<file path="src/rtl/tmds_align_pkg.sv">
// Shared definitions for the TMDS word-alignment controller.
//   - WordW: deserialized word width
//   - TokCtl0..TokCtl3: the four TMDS control-period tokens
//   - align_state_e: alignment FSM states
//   - is_token(): word matches any control token
//   - cnt_width(): bit width needed to hold 0..max_val
package tmds_align_pkg;

  localparam int unsigned WordW = 10;

  localparam logic [WordW-1:0] TokCtl0 = 10'h354;
  localparam logic [WordW-1:0] TokCtl1 = 10'h0AB;
  localparam logic [WordW-1:0] TokCtl2 = 10'h154;
  localparam logic [WordW-1:0] TokCtl3 = 10'h2AB;

  typedef enum logic [2:0] {
    StIdle,
    StSearch,
    StCalib,
    StSettle,
    StLocked,
    StFail
  } align_state_e;

  function automatic logic is_token(input logic [WordW-1:0] word);
    return (word == TokCtl0) || (word == TokCtl1) || (word == TokCtl2) || (word == TokCtl3);
  endfunction

  function automatic int unsigned cnt_width(input int unsigned max_val);
    return (max_val > 0) ? $clog2(max_val + 1) : 1;
  endfunction

endpackage

</file>
<file path="src/rtl/tmds_token_detect.sv">
// Registered TMDS control-token detector.
// Ports:
//   clk       in   word clock
//   rst       in   synchronous active-high reset
//   data_in   in   deserialized 10-bit word
//   token_hit out  registered: previous-cycle word was a control token
module tmds_token_detect
  import tmds_align_pkg::*;
(
  input  logic             clk,
  input  logic             rst,
  input  logic [WordW-1:0] data_in,
  output logic             token_hit
);

  always_ff @(posedge clk) begin
    if (rst) begin
      token_hit <= 1'b0;
    end else begin
      token_hit <= is_token(data_in);
    end
  end

endmodule

</file>
<file path="src/rtl/tmds_word_align.sv">
// TMDS word-alignment controller (word clock domain).
// Searches for control tokens at the current word boundary and pulses the
// CLKDIV calib input to slip the boundary by one bit when none are found.
// Ports:
//   clk        in   divided word clock (CLKDIV clkout)
//   rst        in   synchronous active-high reset
//   en         in   enable; low forces IDLE
//   data_in    in   deserialized 10-bit word, LSB first in time
//   calib      out  one-cycle slip pulse to CLKDIV calib
//   locked     out  word boundary aligned
//   align_fail out  high while a failed sweep is cooling down
//   slip_count out  slips issued in the current sweep (saturating)
// Optional feature macro: TMDS_ALIGN_RELOCK_EN -- when defined, LOCKED is left
// after LOSS_CYCLES consecutive token-free words and the search resumes with
// slip_count preserved. Otherwise LOCKED is sticky until rst or en low.
module tmds_word_align
  import tmds_align_pkg::*;
#(
  parameter int unsigned MATCH_CNT     = 16,
  parameter int unsigned SEARCH_CYCLES = 64,
  parameter int unsigned SETTLE_CYCLES = 8,
  parameter int unsigned MAX_SLIPS     = 10,
  parameter int unsigned LOSS_CYCLES   = 4096
) (
  input  logic             clk,
  input  logic             rst,
  input  logic             en,
  input  logic [WordW-1:0] data_in,
  output logic             calib,
  output logic             locked,
  output logic             align_fail,
  output logic [3:0]       slip_count
);

  localparam int unsigned MatchW  = cnt_width(MATCH_CNT);
  localparam int unsigned SearchW = cnt_width(SEARCH_CYCLES - 1);
  localparam int unsigned SettleW = cnt_width(SETTLE_CYCLES - 1);

  localparam logic [MatchW-1:0]  MatchTerm  = MatchW'(MATCH_CNT);
  localparam logic [SearchW-1:0] SearchTerm = SearchW'(SEARCH_CYCLES - 1);
  localparam logic [SettleW-1:0] SettleTerm = SettleW'(SETTLE_CYCLES - 1);
  localparam logic [3:0]         SlipTerm   = 4'(MAX_SLIPS);

  align_state_e       state_q, state_d;
  logic [MatchW-1:0]  match_cnt_q, match_cnt_d;
  logic [SearchW-1:0] search_cnt_q, search_cnt_d;
  logic [SettleW-1:0] settle_cnt_q, settle_cnt_d;
  logic [3:0]         slip_cnt_q, slip_cnt_d;
  logic               token_hit;

`ifdef TMDS_ALIGN_RELOCK_EN
  localparam int unsigned LossW = cnt_width(LOSS_CYCLES);
  localparam logic [LossW-1:0] LossTerm = LossW'(LOSS_CYCLES);
  logic [LossW-1:0] loss_cnt_q, loss_cnt_d;
`else
  logic unused_loss_cfg;
  assign unused_loss_cfg = ^LOSS_CYCLES;
`endif

  tmds_token_detect u_token_detect (
    .clk       (clk),
    .rst       (rst),
    .data_in   (data_in),
    .token_hit (token_hit)
  );

  always_comb begin
    state_d      = state_q;
    match_cnt_d  = match_cnt_q;
    search_cnt_d = search_cnt_q;
    settle_cnt_d = settle_cnt_q;
    slip_cnt_d   = slip_cnt_q;
`ifdef TMDS_ALIGN_RELOCK_EN
    loss_cnt_d   = loss_cnt_q;
`endif

    if (!en) begin
      state_d      = StIdle;
      match_cnt_d  = '0;
      search_cnt_d = '0;
      settle_cnt_d = '0;
      slip_cnt_d   = '0;
`ifdef TMDS_ALIGN_RELOCK_EN
      loss_cnt_d   = '0;
`endif
    end else begin
      unique case (state_q)
        StIdle: begin
          state_d      = StSearch;
          match_cnt_d  = '0;
          search_cnt_d = '0;
          settle_cnt_d = '0;
          slip_cnt_d   = '0;
        end

        StSearch: begin
          if (token_hit) begin
            if (match_cnt_q != MatchTerm) match_cnt_d = match_cnt_q + MatchW'(1);
          end else begin
            match_cnt_d = '0;
          end
          if (search_cnt_q != SearchTerm) search_cnt_d = search_cnt_q + SearchW'(1);

          // Lock check wins over the search timeout when both land together.
          if (match_cnt_q == MatchTerm) begin
            state_d      = StLocked;
            match_cnt_d  = '0;
            search_cnt_d = '0;
          end else if (search_cnt_q == SearchTerm) begin
            match_cnt_d  = '0;
            search_cnt_d = '0;
            if (slip_cnt_q < SlipTerm) begin
              state_d    = StCalib;
              slip_cnt_d = slip_cnt_q + 4'd1;
            end else begin
              state_d = StFail;
            end
          end
        end

        StCalib: begin
          state_d      = StSettle;
          settle_cnt_d = '0;
        end

        // Words are discarded here while the divider re-phases its output.
        StSettle: begin
          if (settle_cnt_q == SettleTerm) begin
            state_d      = StSearch;
            settle_cnt_d = '0;
            search_cnt_d = '0;
            match_cnt_d  = '0;
          end else begin
            settle_cnt_d = settle_cnt_q + SettleW'(1);
          end
        end

        StLocked: begin
`ifdef TMDS_ALIGN_RELOCK_EN
          if (loss_cnt_q == LossTerm) begin
            state_d      = StSearch;
            loss_cnt_d   = '0;
            search_cnt_d = '0;
            match_cnt_d  = '0;
          end else if (token_hit) begin
            loss_cnt_d = '0;
          end else begin
            loss_cnt_d = loss_cnt_q + LossW'(1);
          end
`endif
        end

        // FAIL dwell has the same length as a search window, so the search
        // counter times it.
        StFail: begin
          if (search_cnt_q == SearchTerm) begin
            state_d      = StSearch;
            search_cnt_d = '0;
            match_cnt_d  = '0;
            slip_cnt_d   = '0;
          end else begin
            search_cnt_d = search_cnt_q + SearchW'(1);
          end
        end

        default: begin
          state_d = StIdle;
        end
      endcase
    end
  end

  always_ff @(posedge clk) begin
    if (rst) begin
      state_q      <= StIdle;
      match_cnt_q  <= '0;
      search_cnt_q <= '0;
      settle_cnt_q <= '0;
      slip_cnt_q   <= '0;
      calib        <= 1'b0;
      locked       <= 1'b0;
      align_fail   <= 1'b0;
    end else begin
      state_q      <= state_d;
      match_cnt_q  <= match_cnt_d;
      search_cnt_q <= search_cnt_d;
      settle_cnt_q <= settle_cnt_d;
      slip_cnt_q   <= slip_cnt_d;
      // Outputs registered from the next state so they align with it.
      calib        <= (state_d == StCalib);
      locked       <= (state_d == StLocked);
      align_fail   <= (state_d == StFail);
    end
  end

`ifdef TMDS_ALIGN_RELOCK_EN
  always_ff @(posedge clk) begin
    if (rst) begin
      loss_cnt_q <= '0;
    end else begin
      loss_cnt_q <= loss_cnt_d;
    end
  end
`endif

  assign slip_count = slip_cnt_q;

endmodule
</file>
<file path="config.mk">
export PLATFORM = sky130hd
export DESIGN_NAME = tmds_word_align
export DESIGN_NICKNAME = d
export VERILOG_FILES = /design/src/rtl/tmds_align_pkg.sv /design/src/rtl/tmds_token_detect.sv /design/src/rtl/tmds_word_align.sv
export SDC_FILE = /design/constraint.sdc
export NUM_CORES = 1
export LEC_CHECK = 0
export CORE_MARGIN = 1.5
export CORE_UTILIZATION = 32
export DETAILED_ROUTE_END_ITERATION = 7
export PLACE_DENSITY_LB_ADDON = 0.08
export SLEW_MARGIN = 20
export SYNTH_ARGS = -nofsm -noshare
export SYNTH_HDL_FRONTEND = slang
export SYNTH_SLANG_ARGS = --single-unit
</file>
<file path="constraint.sdc">
create_clock -name clk -period 2.7 [get_ports clk]
set_clock_uncertainty 0.15 [all_clocks]
set_input_delay 0.54 -clock clk [delete_from_list [all_inputs] [get_ports clk]]
set_output_delay 0.54 -clock clk [all_outputs]
set_load 0.01 [all_outputs]
</file>
* Word level (Yosys, flattened, before mapping)
Cells that the tools add are included.
** Cells by class
- $add $sub $neg :: 4
- $mul :: 0
- Div/mod/pow operators :: 0
- $lt $le $gt $ge :: 1
- Equal/unequal tests :: 24
- Shift operators :: 0
- Mux-type cells :: 27
- Bitwise logic cells :: 1
- Reductions and logical operators :: 12
** Operators with widths (number)
- $mux 5 :: 6
- $mux 6 :: 5
- $pmux 6 s4 :: 1
- $mux 3 :: 7
- $eq 10x10->1 const B :: 2
- $pmux 5 s4 :: 1
- $pmux 3 s6 :: 1
- $mux 4 :: 4
- $eq 3x3->1 const B :: 5
- $pmux 4 s3 :: 1
- $eq 10x8->1 const B :: 1
- $eq 10x9->1 const B :: 1
- $ne 2x2->1 const B :: 5
- $ne 5x5->1 const B :: 2
- $eq 3x2->1 const B :: 3
- $add 6x1->6 const B :: 1
- $eq 6x6->1 const B :: 1
- $ne 6x6->1 const B :: 1
- $pmux 3 s2 :: 1
- $add 5x1->5 const B :: 1
- $eq 5x5->1 const B :: 1
- $reduce_and 5->1 :: 1
- $add 4x1->4 const B :: 1
- $lt 4x4->1 const B :: 1
- other kinds (12) :: 15
** Word-level totals
- Register bits after elaboration :: 25
- Latch bits :: 0
- RAM bits :: 0
- Bits in read-only memories :: 0
- Input port bits :: 13
- Word-level logic and storage cells :: 78
- Memories kept :: 0

* Logic depth before layout (Yosys ltp)
- Depth after elaboration :: 7
- Depth in mapped cells :: 7

* Modules after synthesis
Synthesis repeated with hierarchy kept, for this count alone.
** Unflattened totals
- Cells, all modules :: 158
- Area, all modules :: 1356.3 um^2
** By module, submodules not included
- tmds_word_align :: times used 1, cells an instance 150, area each 1280.0 um^2
- tmds_token_detect :: times used 1, cells an instance 8, area each 76.3 um^2

* Worst setup path before layout
No wires, ideal clock.
- Path kind :: register to register
- Start point :: reg settle_cnt_q[0]
- End point :: reg match_cnt_q[3]
- Library setup time :: 0.086 ns
- Data arrival time :: 1.633 ns
- Required time :: 2.464 ns
- Setup slack :: 0.832 ns
- Stages on the path, launching flop included :: 7
- Clock period less this slack :: 1.868 ns
- Path through :: dfxtp_1 > ha_1 > ha_1 > a21boi_1 > a21o_1 > or4_1 > a211oi_1
** On the way
- Cells in the longest elaborated chain, start to end :: 3
** RTL lines
- start: declaration :: line tmds_word_align.sv:47 : logic [SettleW-1:0] settle_cnt_q, settle_cnt_d;
- start signal: assignment :: line tmds_word_align.sv:187 : settle_cnt_q <= settle_cnt_d;
- $eq 3x3->1 :: line tmds_word_align.sv:128 : if (settle_cnt_q == SettleTerm) begin
- $ne 2x2->1 (no source line)
- $reduce_and 4->1 (no source line)
- end signal: assignment :: line tmds_word_align.sv:185 : match_cnt_q <= match_cnt_d;
- end: declaration :: line tmds_word_align.sv:45 : logic [MatchW-1:0] match_cnt_q, match_cnt_d;
Every way passes these cells.
A chain may end at the register's enable or synchronous reset.

* Worst setup path after layout
Same ends and word-level chain as after synthesis.

==> results by group <==
Outcome
  • Status: finished clean

STA
  • TNS Setup: 0 ns
  • Max_slew headroom: 0.6540
  • Slew @ Worst Pin: 0.5166 ns
  • Pins Over Slew Limit: 0
  • Achievable Freq: about 440 MHz
  • RSZ-0062 raised after global routing: no
  • Fin crit period: 2.293 ns
  • Final setup viols: 0
  • Fin crit share: 0.8492
  • Final hold violation count: 0

Critical path
  • Slowest CP cell: or4_1
  • Critical path cell sequence: ha_1 -> ha_1 -> a21boi_1 -> a21o_1 -> or4_1 -> a211oi_1
  • Worst Path Buf+Inv: 0
  • Crit path top cell by count: ha_1
  • Startpoint Class: flip-flop
  • Max incr delay on CP: 0.54 ns
  • Largest delay share family, worst path: compound AO/OA/AOI/OAI gates
  • Worst Path Arrival: 2.33 ns
  • Worst-path fanout max: 14
  • Crit Path Class: flip-flop to flip-flop
  • CP Data Required Time: about 2.7 ns
  • Crit. End Element: flip-flop

Power
  • Comb pwr share: 0.055
  • Leakage power: 0.5468 nW
  • Switching Share: 0.2128
  • PwrDens: between 300 and 400 nW/um^2
  • Max VDD drop: between 0.1 and 0.15 mV
  • Sequential Power Share: 0.592
  • Clock Power Share: 0.353
  • Psw: 0.1342 mW
  • Internal power: between 0.4 and 0.5 mW

Layout
  • Antenna cells: 0
  • Area Overhead vs Synth: 19.98%
  • Share of layout cells above drive strength 1: 0.06395
  • Final #Nets: 192
  • Final core utilization: 0.4009
  • Commonest non-fill, non-tap cell in the layout: dfxtp_1
  • Most frequent cells in the layout: dfxtp_1, clkdlybuf4s50_1, a21oi_1, nand3_1, nor2_1
  • # fillers: ~420

CTS
  • CTS tree: yes
  • Post-CTS setup buffer count: 0
  • CTS Sinks: 25
  • # hold bufs at CTS: 0
  • Root buffer cell: clkbuf_8
  • Post-CTS sizing: 0
  • Clock Latency Late Sink: 0.27 ns
  • CTS Buf Count: 3
  • Clock Pin Slew Worst Setup and Hold Paths: 0.09 ns
  • Htree depth: 1
  • Clk buf depth: 2

Die
  • Core area: a little over 4000 sq um
  • I/O pin count: 20
  • Die Height: about 68 um
  • Die area: roughly 4600 sq um
  • Die width: between 60 and 70 um
  • FP Rows: 23
  • Starting Density: 0.3342

Detailed routing
  • Post-route ant nets: 0
  • DR pass1 iterations: 4
  • Vias per cell: approximately 5.6
  • Starting DRC count in detailed routing: 70
  • Final WL: 3151 um
  • Total vias in the final route: roughly 1200
  • DRC: 0
  • Drt wl/cell: about 14 um

GRT
  • Overflow after GRT: 0
  • Vias in the first global route: 1164
  • Total track usage: 0.1522
  • Largest net degree at the start of global routing: 15
  • Initial antenna violation count: 0
  • First-pass GRT wire length: between 5000 and 6000 um

Yosys
  • Ys Warns: 0
  • Yosys cell types: 40
  • Post-Syn Area: ~1300 sq um
  • Syn Nets: ~180
  • Flops & latches, synth: 25
  • Post-synthesis sequential area ratio: 0.3717
  • Syn avg cell area: about 8.6 sq um
  • Cells after synthesis: between 150 and 200

Min path
  • Worst Hold Class: flip-flop to flip-flop

Placed design
  • DP HPWL: between 2000 and 2500 um
  • Final GP Congestion: ~0.80
  • IO Port Bufs: 18

Flow run
  • Max-cap viol count: 0
## synth_stat cells
cell type | number | area [sq um]
a32o_1 | 1 | 10.01
clkbuf_1 | 5 | 18.77
a21oi_1 | 12 | 60.06
a221o_1 | 1 | 10.01
nand4bb_1 | 3 | 33.78
a211oi_1 | 8 | 60.06
a2bb2oi_1 | 2 | 17.52
nand2_1 | 8 | 30.03
or3b_2 | 1 | 8.760
nand3_1 | 9 | 45.04
and3b_1 | 1 | 8.760
nor2_1 | 9 | 33.78
a21bo_2 | 1 | 10.01
a21o_1 | 2 | 15.01
o311a_1 | 1 | 10.01
nor2b_1 | 2 | 12.51
o31ai_1 | 5 | 37.54
a21boi_2 | 1 | 11.26
nand4_1 | 2 | 12.51
o21a_1 | 1 | 7.510
a31oi_1 | 4 | 25.02
nand4b_1 | 2 | 17.52
mux2_2 | 1 | 11.26
or4_1 | 4 | 30.03
dfxtp_1 | 25 | 500.5
nor4bb_1 | 2 | 20.02
buf_4 | 1 | 7.510
a21boi_1 | 1 | 7.510
o21ai_0 | 8 | 40.04
a22o_1 | 1 | 8.760
ha_1 | 6 | 75.07
nor3_1 | 5 | 25.02
buf_2 | 3 | 15.01
and4_1 | 1 | 8.760
a31o_2 | 1 | 8.760
or3_1 | 2 | 12.51
nand2b_1 | 3 | 18.77
xnor2_1 | 3 | 26.28
inv_1 | 7 | 26.28
o31a_1 | 1 | 8.760
## state kept, by name, summed over array words and instances, names as in the netlist
signal / cells
align_fail: 1
search_cnt_q: 6
u_token_detect.token_hit: 1
calib: 1
settle_cnt_q: 3
match_cnt_q: 5
slip_count: 4
state_q: 3
locked: 1
## through the flow
step                      cell area (sq um)  cells  hold slack (ns)  power, mW  setup WS (ns)
final                                  1615    222           0.3315     0.6303         0.4071
after global routing                   1615    222           0.3817     0.6594         0.2233
after CTS                              1615    222           0.3316     0.6419         0.4180
after detailed placement               1570    218           0.3192     0.4162         0.3968
after global placement                 1570    218           0.3107     0.4154         0.4668
after floorplan                        1346    156           0.2991     0.3933         0.8318
## worst reg2reg max path: stages (launching register included)
cell and delay (ns):
dfxtp_1 0.35, ha_1 0.16, ha_1 0.26, a21boi_1 0.16, a21o_1 0.35, or4_1 0.55
a211oi_1 0.24
## final timing paths
kind,from,endpoint,slack (ns),cells past startpoint
setup reg to reg,settle_cnt_q[0],match_cnt_q[3],0.41,6
setup / recovery,settle_cnt_q[0],match_cnt_q[3],0.41,6
hold / removal,search_cnt_q[1],search_cnt_q[1],0.33,2
hold reg to reg,search_cnt_q[1],search_cnt_q[1],0.33,2
## layout make-up
type | count | area (sq um) | share of cell area
clock buffer | 4 | 45.04 | 0.02789
timing repair buffer | 21 | 202.7 | 0.1255
inverter | 7 | 26.28 | 0.01627
tap | 50 | 62.56 | 0.03873
multi-input combinational | 115 | 778.2 | 0.4818
sequential | 25 | 500.5 | 0.3098
## cells by family (layout without fill, tap and decap cells)
group,after synthesis,after routing,synth area share
compound gates,51,51,0.2584
mux,1,1,0.008364
xor+xnor,3,3,0.01952
fa+ha+maj,6,6,0.05576
buf+inv,16,32,0.05019
flops,25,25,0.3717
simple gates,54,54,0.2361
## per-layer routing
metal,part of all wire,global-route usage
met1,0.50,0.2079
met2,0.45,0.2414
met3,0.034,0.02632
met4,0.015,0.05500
met5,0,0
## power groups by stage
| stage | registers (mW) | clock network [mW] | logic [mW] |
|---|---|---|---|
| final | 0.373 | 0.223 | 0.0347 |
| after detailed placement | 0.382 | 0 | 0.0346 |
| after global routing | 0.374 | 0.248 | 0.0376 |
| after CTS | 0.373 | 0.234 | 0.0348 |
| after global placement | 0.381 | 0 | 0.0339 |
| after floorplan | 0.379 | 0 | 0.0140 |
No activity file was read; power rests on OpenSTA's default activity.
